**src/rtl/mem_arbiter_pkg.sv**
```systemverilog
// Shared types and constants for the I/D main-memory arbiter.
package mem_arbiter_pkg;

  typedef enum logic [1:0] {
    ARB_IDLE   = 2'd0,
    ARB_BUSY_I = 2'd1,
    ARB_BUSY_D = 2'd2
  } arb_state_t;

  localparam logic REQ_I = 1'b0;
  localparam logic REQ_D = 1'b1;

  // Wide enough for STARVE_LIMIT up to 15.
  localparam int unsigned STARVE_W = 4;

endpackage

```
**src/rtl/mem_arbiter_if.sv**
```systemverilog
// Cache-side and memory-side signals of the arbiter; slave = arbiter, master = caches + memory.
interface mem_arbiter_if #(
  parameter int unsigned CACHE_LINE_SIZE = 128
);
  logic                       in_i_read_en;
  logic [31:0]                in_i_addr;
  logic                       out_i_ready;
  logic                       in_d_read_en;
  logic                       in_d_write_en;
  logic [31:0]                in_d_addr;
  logic [CACHE_LINE_SIZE-1:0] in_d_write_data;
  logic                       out_d_ready;
  logic [CACHE_LINE_SIZE-1:0] out_read_data;
  logic                       out_mem_read_en;
  logic                       out_mem_write_en;
  logic [31:0]                out_mem_addr;
  logic [CACHE_LINE_SIZE-1:0] out_mem_write_data;
  logic [CACHE_LINE_SIZE-1:0] in_mem_read_data;
  logic                       in_mem_ready;

  modport slave (
    input  in_i_read_en, in_i_addr, in_d_read_en, in_d_write_en, in_d_addr,
           in_d_write_data, in_mem_read_data, in_mem_ready,
    output out_i_ready, out_d_ready, out_read_data, out_mem_read_en,
           out_mem_write_en, out_mem_addr, out_mem_write_data
  );

  modport master (
    output in_i_read_en, in_i_addr, in_d_read_en, in_d_write_en, in_d_addr,
           in_d_write_data, in_mem_read_data, in_mem_ready,
    input  out_i_ready, out_d_ready, out_read_data, out_mem_read_en,
           out_mem_write_en, out_mem_addr, out_mem_write_data
  );
endinterface

```
**src/rtl/mem_arbiter_priority_sel.sv**
```systemverilog
// Winner select (D over I unless I is starved) and next starve count for a grant.
module arb_priority_sel
  import mem_arbiter_pkg::*;
#(
  parameter int unsigned STARVE_LIMIT = 4
) (
  input  logic                i_req,
  input  logic                d_req,
  input  logic [STARVE_W-1:0] starve_cnt,
  output logic                grant_valid,
  output logic                winner,
  output logic [STARVE_W-1:0] starve_next
);

  logic starved;

  always_comb begin
    grant_valid = i_req | d_req;
    starved     = (starve_cnt == STARVE_W'(STARVE_LIMIT));
    winner      = (d_req && !(i_req && starved)) ? REQ_D : REQ_I;
    starve_next = starve_cnt;
    if (grant_valid) begin
      if (winner == REQ_I || !i_req) begin
        starve_next = '0;
      end else if (!starved) begin
        starve_next = starve_cnt + 1'b1;
      end
    end
  end

endmodule

```
**src/rtl/mem_arbiter.sv**
```systemverilog
// I/D cache arbiter for the shared line-granular memory port, registered memory outputs.
// Optional MEM_ARB_PERF_EN adds grant and I-wait performance counters.
module mem_arbiter
  import mem_arbiter_pkg::*;
#(
  parameter int unsigned CACHE_LINE_SIZE = 128,
  parameter int unsigned STARVE_LIMIT    = 4
) (
  input  logic         clk,
  input  logic         reset,
  mem_arbiter_if.slave bus
`ifdef MEM_ARB_PERF_EN
  ,
  output logic [31:0]  out_perf_i_grants,
  output logic [31:0]  out_perf_d_grants,
  output logic [31:0]  out_perf_i_wait_cycles
`endif
);

  arb_state_t                 state_q, state_d;
  logic [STARVE_W-1:0]        starve_q, starve_d, starve_next;
  logic                       rd_q, rd_d, wr_q, wr_d;
  logic [31:0]                addr_q, addr_d;
  logic [CACHE_LINE_SIZE-1:0] wdata_q, wdata_d;
  logic                       grant_valid, winner;
  logic                       i_ready, d_ready;

  arb_priority_sel #(.STARVE_LIMIT(STARVE_LIMIT)) u_sel (
    .i_req       (bus.in_i_read_en),
    .d_req       (bus.in_d_read_en | bus.in_d_write_en),
    .starve_cnt  (starve_q),
    .grant_valid (grant_valid),
    .winner      (winner),
    .starve_next (starve_next)
  );

  always_ff @(posedge clk or posedge reset) begin
    if (reset) begin
      state_q  <= ARB_IDLE;
      starve_q <= '0;
      rd_q     <= 1'b0;
      wr_q     <= 1'b0;
      addr_q   <= '0;
      wdata_q  <= '0;
    end else begin
      state_q  <= state_d;
      starve_q <= starve_d;
      rd_q     <= rd_d;
      wr_q     <= wr_d;
      addr_q   <= addr_d;
      wdata_q  <= wdata_d;
    end
  end

  always_comb begin
    state_d  = state_q;
    starve_d = starve_q;
    rd_d     = rd_q;
    wr_d     = wr_q;
    addr_d   = addr_q;
    wdata_d  = wdata_q;
    i_ready  = 1'b0;
    d_ready  = 1'b0;
    case (state_q)
      ARB_IDLE: begin
        if (grant_valid) begin
          starve_d = starve_next;
          if (winner == REQ_D) begin
            state_d = ARB_BUSY_D;
            // Simultaneous read+write from D is illegal: the writeback wins.
            wr_d    = bus.in_d_write_en;
            rd_d    = bus.in_d_read_en & ~bus.in_d_write_en;
            addr_d  = bus.in_d_addr;
            wdata_d = bus.in_d_write_data;
          end else begin
            state_d = ARB_BUSY_I;
            rd_d    = 1'b1;
            wr_d    = 1'b0;
            addr_d  = bus.in_i_addr;
            wdata_d = '0;
          end
        end
      end
      ARB_BUSY_I, ARB_BUSY_D: begin
        if (bus.in_mem_ready) begin
          i_ready = (state_q == ARB_BUSY_I);
          d_ready = (state_q == ARB_BUSY_D);
          state_d = ARB_IDLE;
          rd_d    = 1'b0;
          wr_d    = 1'b0;
          addr_d  = '0;
          wdata_d = '0;
        end
      end
      default: state_d = ARB_IDLE;
    endcase
  end

  assign bus.out_i_ready        = i_ready;
  assign bus.out_d_ready        = d_ready;
  assign bus.out_read_data      = bus.in_mem_read_data;
  assign bus.out_mem_read_en    = rd_q;
  assign bus.out_mem_write_en   = wr_q;
  assign bus.out_mem_addr       = addr_q;
  assign bus.out_mem_write_data = wdata_q;

`ifdef MEM_ARB_PERF_EN
  always_ff @(posedge clk or posedge reset) begin
    if (reset) begin
      out_perf_i_grants      <= '0;
      out_perf_d_grants      <= '0;
      out_perf_i_wait_cycles <= '0;
    end else begin
      if (state_q == ARB_IDLE && grant_valid) begin
        if (winner == REQ_I) out_perf_i_grants <= out_perf_i_grants + 1'b1;
        else                 out_perf_d_grants <= out_perf_d_grants + 1'b1;
      end
      if (bus.in_i_read_en && state_q != ARB_BUSY_I)
        out_perf_i_wait_cycles <= out_perf_i_wait_cycles + 1'b1;
    end
  end
`endif

endmodule

```
**src/flat_wrapper.sv**
```systemverilog
// flat-port wrapper written by rule: the top's interface ports become plain ports
module mem_arbiter_flat import mem_arbiter_pkg::*;
#(
  parameter int unsigned CACHE_LINE_SIZE = 128,
  parameter int unsigned STARVE_LIMIT    = 4
)
  (clk, reset, bus_in_i_read_en, bus_in_i_addr, bus_in_d_read_en, bus_in_d_write_en, bus_in_d_addr, bus_in_d_write_data, bus_in_mem_read_data, bus_in_mem_ready, bus_out_i_ready, bus_out_d_ready, bus_out_read_data, bus_out_mem_read_en, bus_out_mem_write_en, bus_out_mem_addr, bus_out_mem_write_data);
  mem_arbiter_if #(.CACHE_LINE_SIZE(CACHE_LINE_SIZE)) bus_i ();
  input  logic clk;
  input  logic reset;
  input wire logic [$bits(bus_i.in_i_read_en)-1:0] bus_in_i_read_en;
  input wire logic [$bits(bus_i.in_i_addr)-1:0] bus_in_i_addr;
  input wire logic [$bits(bus_i.in_d_read_en)-1:0] bus_in_d_read_en;
  input wire logic [$bits(bus_i.in_d_write_en)-1:0] bus_in_d_write_en;
  input wire logic [$bits(bus_i.in_d_addr)-1:0] bus_in_d_addr;
  input wire logic [$bits(bus_i.in_d_write_data)-1:0] bus_in_d_write_data;
  input wire logic [$bits(bus_i.in_mem_read_data)-1:0] bus_in_mem_read_data;
  input wire logic [$bits(bus_i.in_mem_ready)-1:0] bus_in_mem_ready;
  output wire logic [$bits(bus_i.out_i_ready)-1:0] bus_out_i_ready;
  output wire logic [$bits(bus_i.out_d_ready)-1:0] bus_out_d_ready;
  output wire logic [$bits(bus_i.out_read_data)-1:0] bus_out_read_data;
  output wire logic [$bits(bus_i.out_mem_read_en)-1:0] bus_out_mem_read_en;
  output wire logic [$bits(bus_i.out_mem_write_en)-1:0] bus_out_mem_write_en;
  output wire logic [$bits(bus_i.out_mem_addr)-1:0] bus_out_mem_addr;
  output wire logic [$bits(bus_i.out_mem_write_data)-1:0] bus_out_mem_write_data;
  assign bus_i.in_i_read_en = bus_in_i_read_en;
  assign bus_i.in_i_addr = bus_in_i_addr;
  assign bus_i.in_d_read_en = bus_in_d_read_en;
  assign bus_i.in_d_write_en = bus_in_d_write_en;
  assign bus_i.in_d_addr = bus_in_d_addr;
  assign bus_i.in_d_write_data = bus_in_d_write_data;
  assign bus_i.in_mem_read_data = bus_in_mem_read_data;
  assign bus_i.in_mem_ready = bus_in_mem_ready;
  assign bus_out_i_ready = bus_i.out_i_ready;
  assign bus_out_d_ready = bus_i.out_d_ready;
  assign bus_out_read_data = bus_i.out_read_data;
  assign bus_out_mem_read_en = bus_i.out_mem_read_en;
  assign bus_out_mem_write_en = bus_i.out_mem_write_en;
  assign bus_out_mem_addr = bus_i.out_mem_addr;
  assign bus_out_mem_write_data = bus_i.out_mem_write_data;
  mem_arbiter #(.CACHE_LINE_SIZE(CACHE_LINE_SIZE), .STARVE_LIMIT(STARVE_LIMIT)) u_core (.clk(clk), .reset(reset), .bus(bus_i));
endmodule
```
**config.mk**
```make
export PLATFORM = sky130hd
export DESIGN_NAME = mem_arbiter_flat
export DESIGN_NICKNAME = d
export VERILOG_FILES = /design/src/rtl/mem_arbiter_pkg.sv /design/src/rtl/mem_arbiter_if.sv /design/src/rtl/mem_arbiter_priority_sel.sv /design/src/rtl/mem_arbiter.sv /design/src/flat_wrapper.sv
export SDC_FILE = /design/constraint.sdc
export NUM_CORES = 1
export LEC_CHECK = 0
export ABC_AREA = 0
export BUFFER_PORTS_ARGS = -buffer_cell sky130_fd_sc_hd__buf_2
export CORE_AREA = 2 2 243 245
export CTS_CLUSTER_DIAMETER = 30
export DETAILED_ROUTE_END_ITERATION = 10
export DIE_AREA = 0 0 245 247
export SYNTH_ARGS = -nofsm -noshare
export SYNTH_HDL_FRONTEND = slang
export SYNTH_HIERARCHICAL = 1
export SYNTH_SLANG_ARGS = --single-unit
```
**constraint.sdc**
```tcl
create_clock -name clk -period 9.4 [get_ports clk]
set_clock_uncertainty 0.2 [all_clocks]
set_input_delay 1.88 -clock clk [delete_from_list [all_inputs] [get_ports clk]]
set_output_delay 1.88 -clock clk [all_outputs]
set_load 0.005 [all_outputs]
```
==> metrics.yaml <==
outcome:
  status: "complete, no violations"
power:
  max_vdd_drop_uv: 186
  power.combinational.fraction_pct: 47.2
  power_consumption_uw: 3600
  leakagePower_uw: 0.00616
  powerDensity_nw_per_um2: 324
  switching_power_uw: 1390
  p_sw_share_pct: 38.7
  internal_power_uw: 2210
  sequential_power_share_pct: 32.2
  clkPwrFrac_pct: 20.5
placement:
  place.detailed.hpwl_um: 17800
  port_buffers: 361
  routabilityCongestion: 0.745
  post_dp_cell_area_um2: 10500
  post-place-cells: 1848
clocking:
  postCtsHoldBufs: 0
  post_cts_resized: 0
  numCtsBuffers: 17
  ctsLongestPathBuffers: 2
  cts_tree: "done"
  clock_latency_ns: 0.46
  cts_post_setup_buffers_inserted: 0
  cts_clk_pin_slew_worst_paths_ns: 0.07
  cts-htree-levels: 4
  cts.sink_count: 168
  clk_root_buffer_cell: "clkbuf_16"
routing:
  via_per_inst: 3.44
  route.antenna.remaining_nets: 0
  wl_per_cell_um: 13.1
  drt_wl_total_um: 24700
  dr.pass1.iters: 6
  drt_first_iter_violations: 207
  remaining_drc_errors: 0
  num_vias: 6458
floorplan:
  dieHeight_um: 247
  number_of_rows_in_the_core_area: 89
  io_pins: 618
  coreArea_um2: 58200
  dieArea_um2: 60500
  floorplan.initialDensity_pct: 15.3
  die_w_um: 245
sta:
  achievable-frequency_mhz: 225
  maxSlewViolCount: 0
  timing.final.setup_violations: 0
  slew_headroom_pct: 27.9
  fin_hold_ws_ns: 0.282
  rsz_0062_raised_after_global_routing: "false"
  max_slew.worst_pin.slew_ns: 1.08
  period_minus_slack_ns: 4.44
  final.period_utilization_pct: 47.2
  final.setup.tns_ns: 0
  finalHoldViolations: 0
global_routing:
  wire_length_of_the_first_global_routing_pass_um: 36700
  maximum_number_of_pins_on_one_net_before_global_route_repair: 88
  number_of_global_route_vias_before_repair: 6830
  antenna_found_initial: 0
  groute.usage.overall_pct: 8.04
  globalRouteOverflowTotal: 0
critical_path:
  cp_num_buf_inv: 4
  worst_ep_required_time_ns: 9.55
  cpLargestDelayFamily: "buffers and inverters"
  crit_path_end_kind: "flop"
  cp_cell_sequence: "buf_2 > or2_2 > nor2_1 > inv_1 > nor2b_1 > nor3_2 > buf_4 > buf_4 > mux2_1"
  cpMostUsedCell: "buf_4"
  cp.arrival_ns: 4.59
  path_class: "in -> reg"
  worst_path_max_delay_cell: "buf_4"
  maximum_cell_stage_delay_along_the_critical_path_ns: 0.89
  largest_driver_fanout_on_the_critical_path: 64
  startpoint_type: "primary input"
layout:
  flow.area_growth_from_synthesis_pct: 24.4
  final_net_count: 1426
  post-route-cell-area_um2: 11100
  final_layout_size_suffix_gt1_share_pct: 37.0
  fillers: 6470
  final_cell_count_no_fill: 1880
  antenna_cells_inserted: 0
synthesis:
  synth.largest_area_cell: "dfrtp_1"
  yosysSeqAreaShare_pct: 47.1
  syn-num-nets: 1206
  yosys_warn_count: 6
  synth-seq-cells: 168
  post_synth_most_frequent_cells: "dfrtp_1, mux2i_1, buf_4, inv_1, nand2_1"
  synth_enable_flop_cells: 0
  gate_count_post_synth: 874
  postSynth.topFlopCell: "dfrtp_1"
  post_synth_design_cell_area_um2: 8920
  postSynthAreaPerCell_um2: 10.2
  synthArstFlopShare_pct: 100
  share_of_the_synthesized_area_in_the_top_cell_type_pct: 47.1
  synthMostInstantiatedCell: "dfrtp_1"
  netlist-cell-type-count: 32
  ys_top_cells_by_area: "dfrtp_1, mux2i_1, buf_4"
job:
  max_cap_viol_count: 0
min_path:
  holdCritPathClass: "reg -> reg"
-- layout by cell type, fill, tap and decap left out, types with 2 or more instances in the layout --
cell type,netlist,layout
nand2_1,134,134
nand4_1,3,3
inv_1,138,137
nor2b_4,1,2
nor2_1,34,34
ha_1,6,6
mux2_1,32,32
buf_4,138,8
bufinv_16,0,3
nand3_1,3,3
dfrtp_1,168,168
o31ai_1,2,2
mux2i_1,161,161
o21ai_0,4,4
clkinvlp_4,0,4
nor2b_1,4,3
inv_6,0,4
clkinv_2,0,3
mux2_2,4,4
buf_2,7,361
clkbuf_16,0,17
-- kinds of logic (layout without fill, tap and decap cells) --
group | after synthesis | after routing | share of synthesized area (%)
fa+ha+maj | 6 | 6 | 0.842
simple gates | 187 | 187 | 8.54
compound gates | 10 | 10 | 0.744
mux | 197 | 197 | 22.6
buf+inv | 306 | 539 | 20.1
flops | 168 | 168 | 47.1
-- path summary, 6_finish.rpt --
check	startpoint	endpoint	slack [ns]	cells after the start
min in group asynchronous	reset	u_core/bus.out_mem_write_data[98]	1.25	2
worst max-delay path	bus_in_d_write_en	u_core/bus.out_mem_addr[21]	4.96	9
worst min-delay path	u_core/bus.out_mem_addr[15]	u_core/bus.out_mem_addr[15]	0.28	1
worst max register to register	u_core/state_q[1]	u_core/bus.out_mem_addr[21]	5.74	8
max in group asynchronous	reset	u_core/bus.out_mem_addr[3]	6.45	3
worst min register to register	u_core/bus.out_mem_addr[15]	u_core/bus.out_mem_addr[15]	0.28	1
-- routing by layer --
layer	GRT usage (%)	up-vias	share of wire, %
li1	-	3026	-
met5	0.0817	-	0
met1	7.81	3044	36
met2	13.4	290	49
met4	6.17	0	6.0
met3	3.58	98	9.3
-- sequential cells by signal (all words and copies together) (netlist names) --
signal,flops
u_core/bus.out_mem_write_data,128
u_core/state_q,2
u_core/bus.out_mem_read_en,1
u_core/starve_q,4
u_core/bus.out_mem_addr,32
u_core/bus.out_mem_write_en,1
-- through the flow --
stage          utilization, %  worst slack, ns
6_report                 19.0             4.96
5_1_grt                  19.0             4.77
4_1_cts                  19.0             4.95
3_5_place_dp             18.0             4.41
3_3_place_gp             18.0             4.47
2_1_floorplan               -             2.77
-- worst register-to-register path, cell delays in order (launching register included) --
cell	delay [ns]
dfrtp_1	0.41
inv_1	0.14
ha_1	0.24
buf_4	0.26
nor2b_4	0.21
nor3_2	0.16
buf_4	0.59
buf_4	0.91
mux2_1	0.44
-- power by group through the flow --
stage	clock network (µW)	registers, µW	logic (µW)
4_1_cts	784	1160	1750
3_3_place_gp	0	1160	1690
6_report	739	1160	1700
5_1_grt	812	1190	1900
3_5_place_dp	0	1170	1750
2_1_floorplan	0	1190	1290
-- final cells by class --
cell class,instances,area (µm²),area share [%]
clock buffer,18,429,3.87
multi-input combinational,400,2930,26.4
inverter,138,523,4.71
tap,773,967,8.72
sequential,168,4200,37.9
timing repair buffer,369,1870,16.8
clock inverter,14,170,1.53
(Power assumes the default switching activity.)
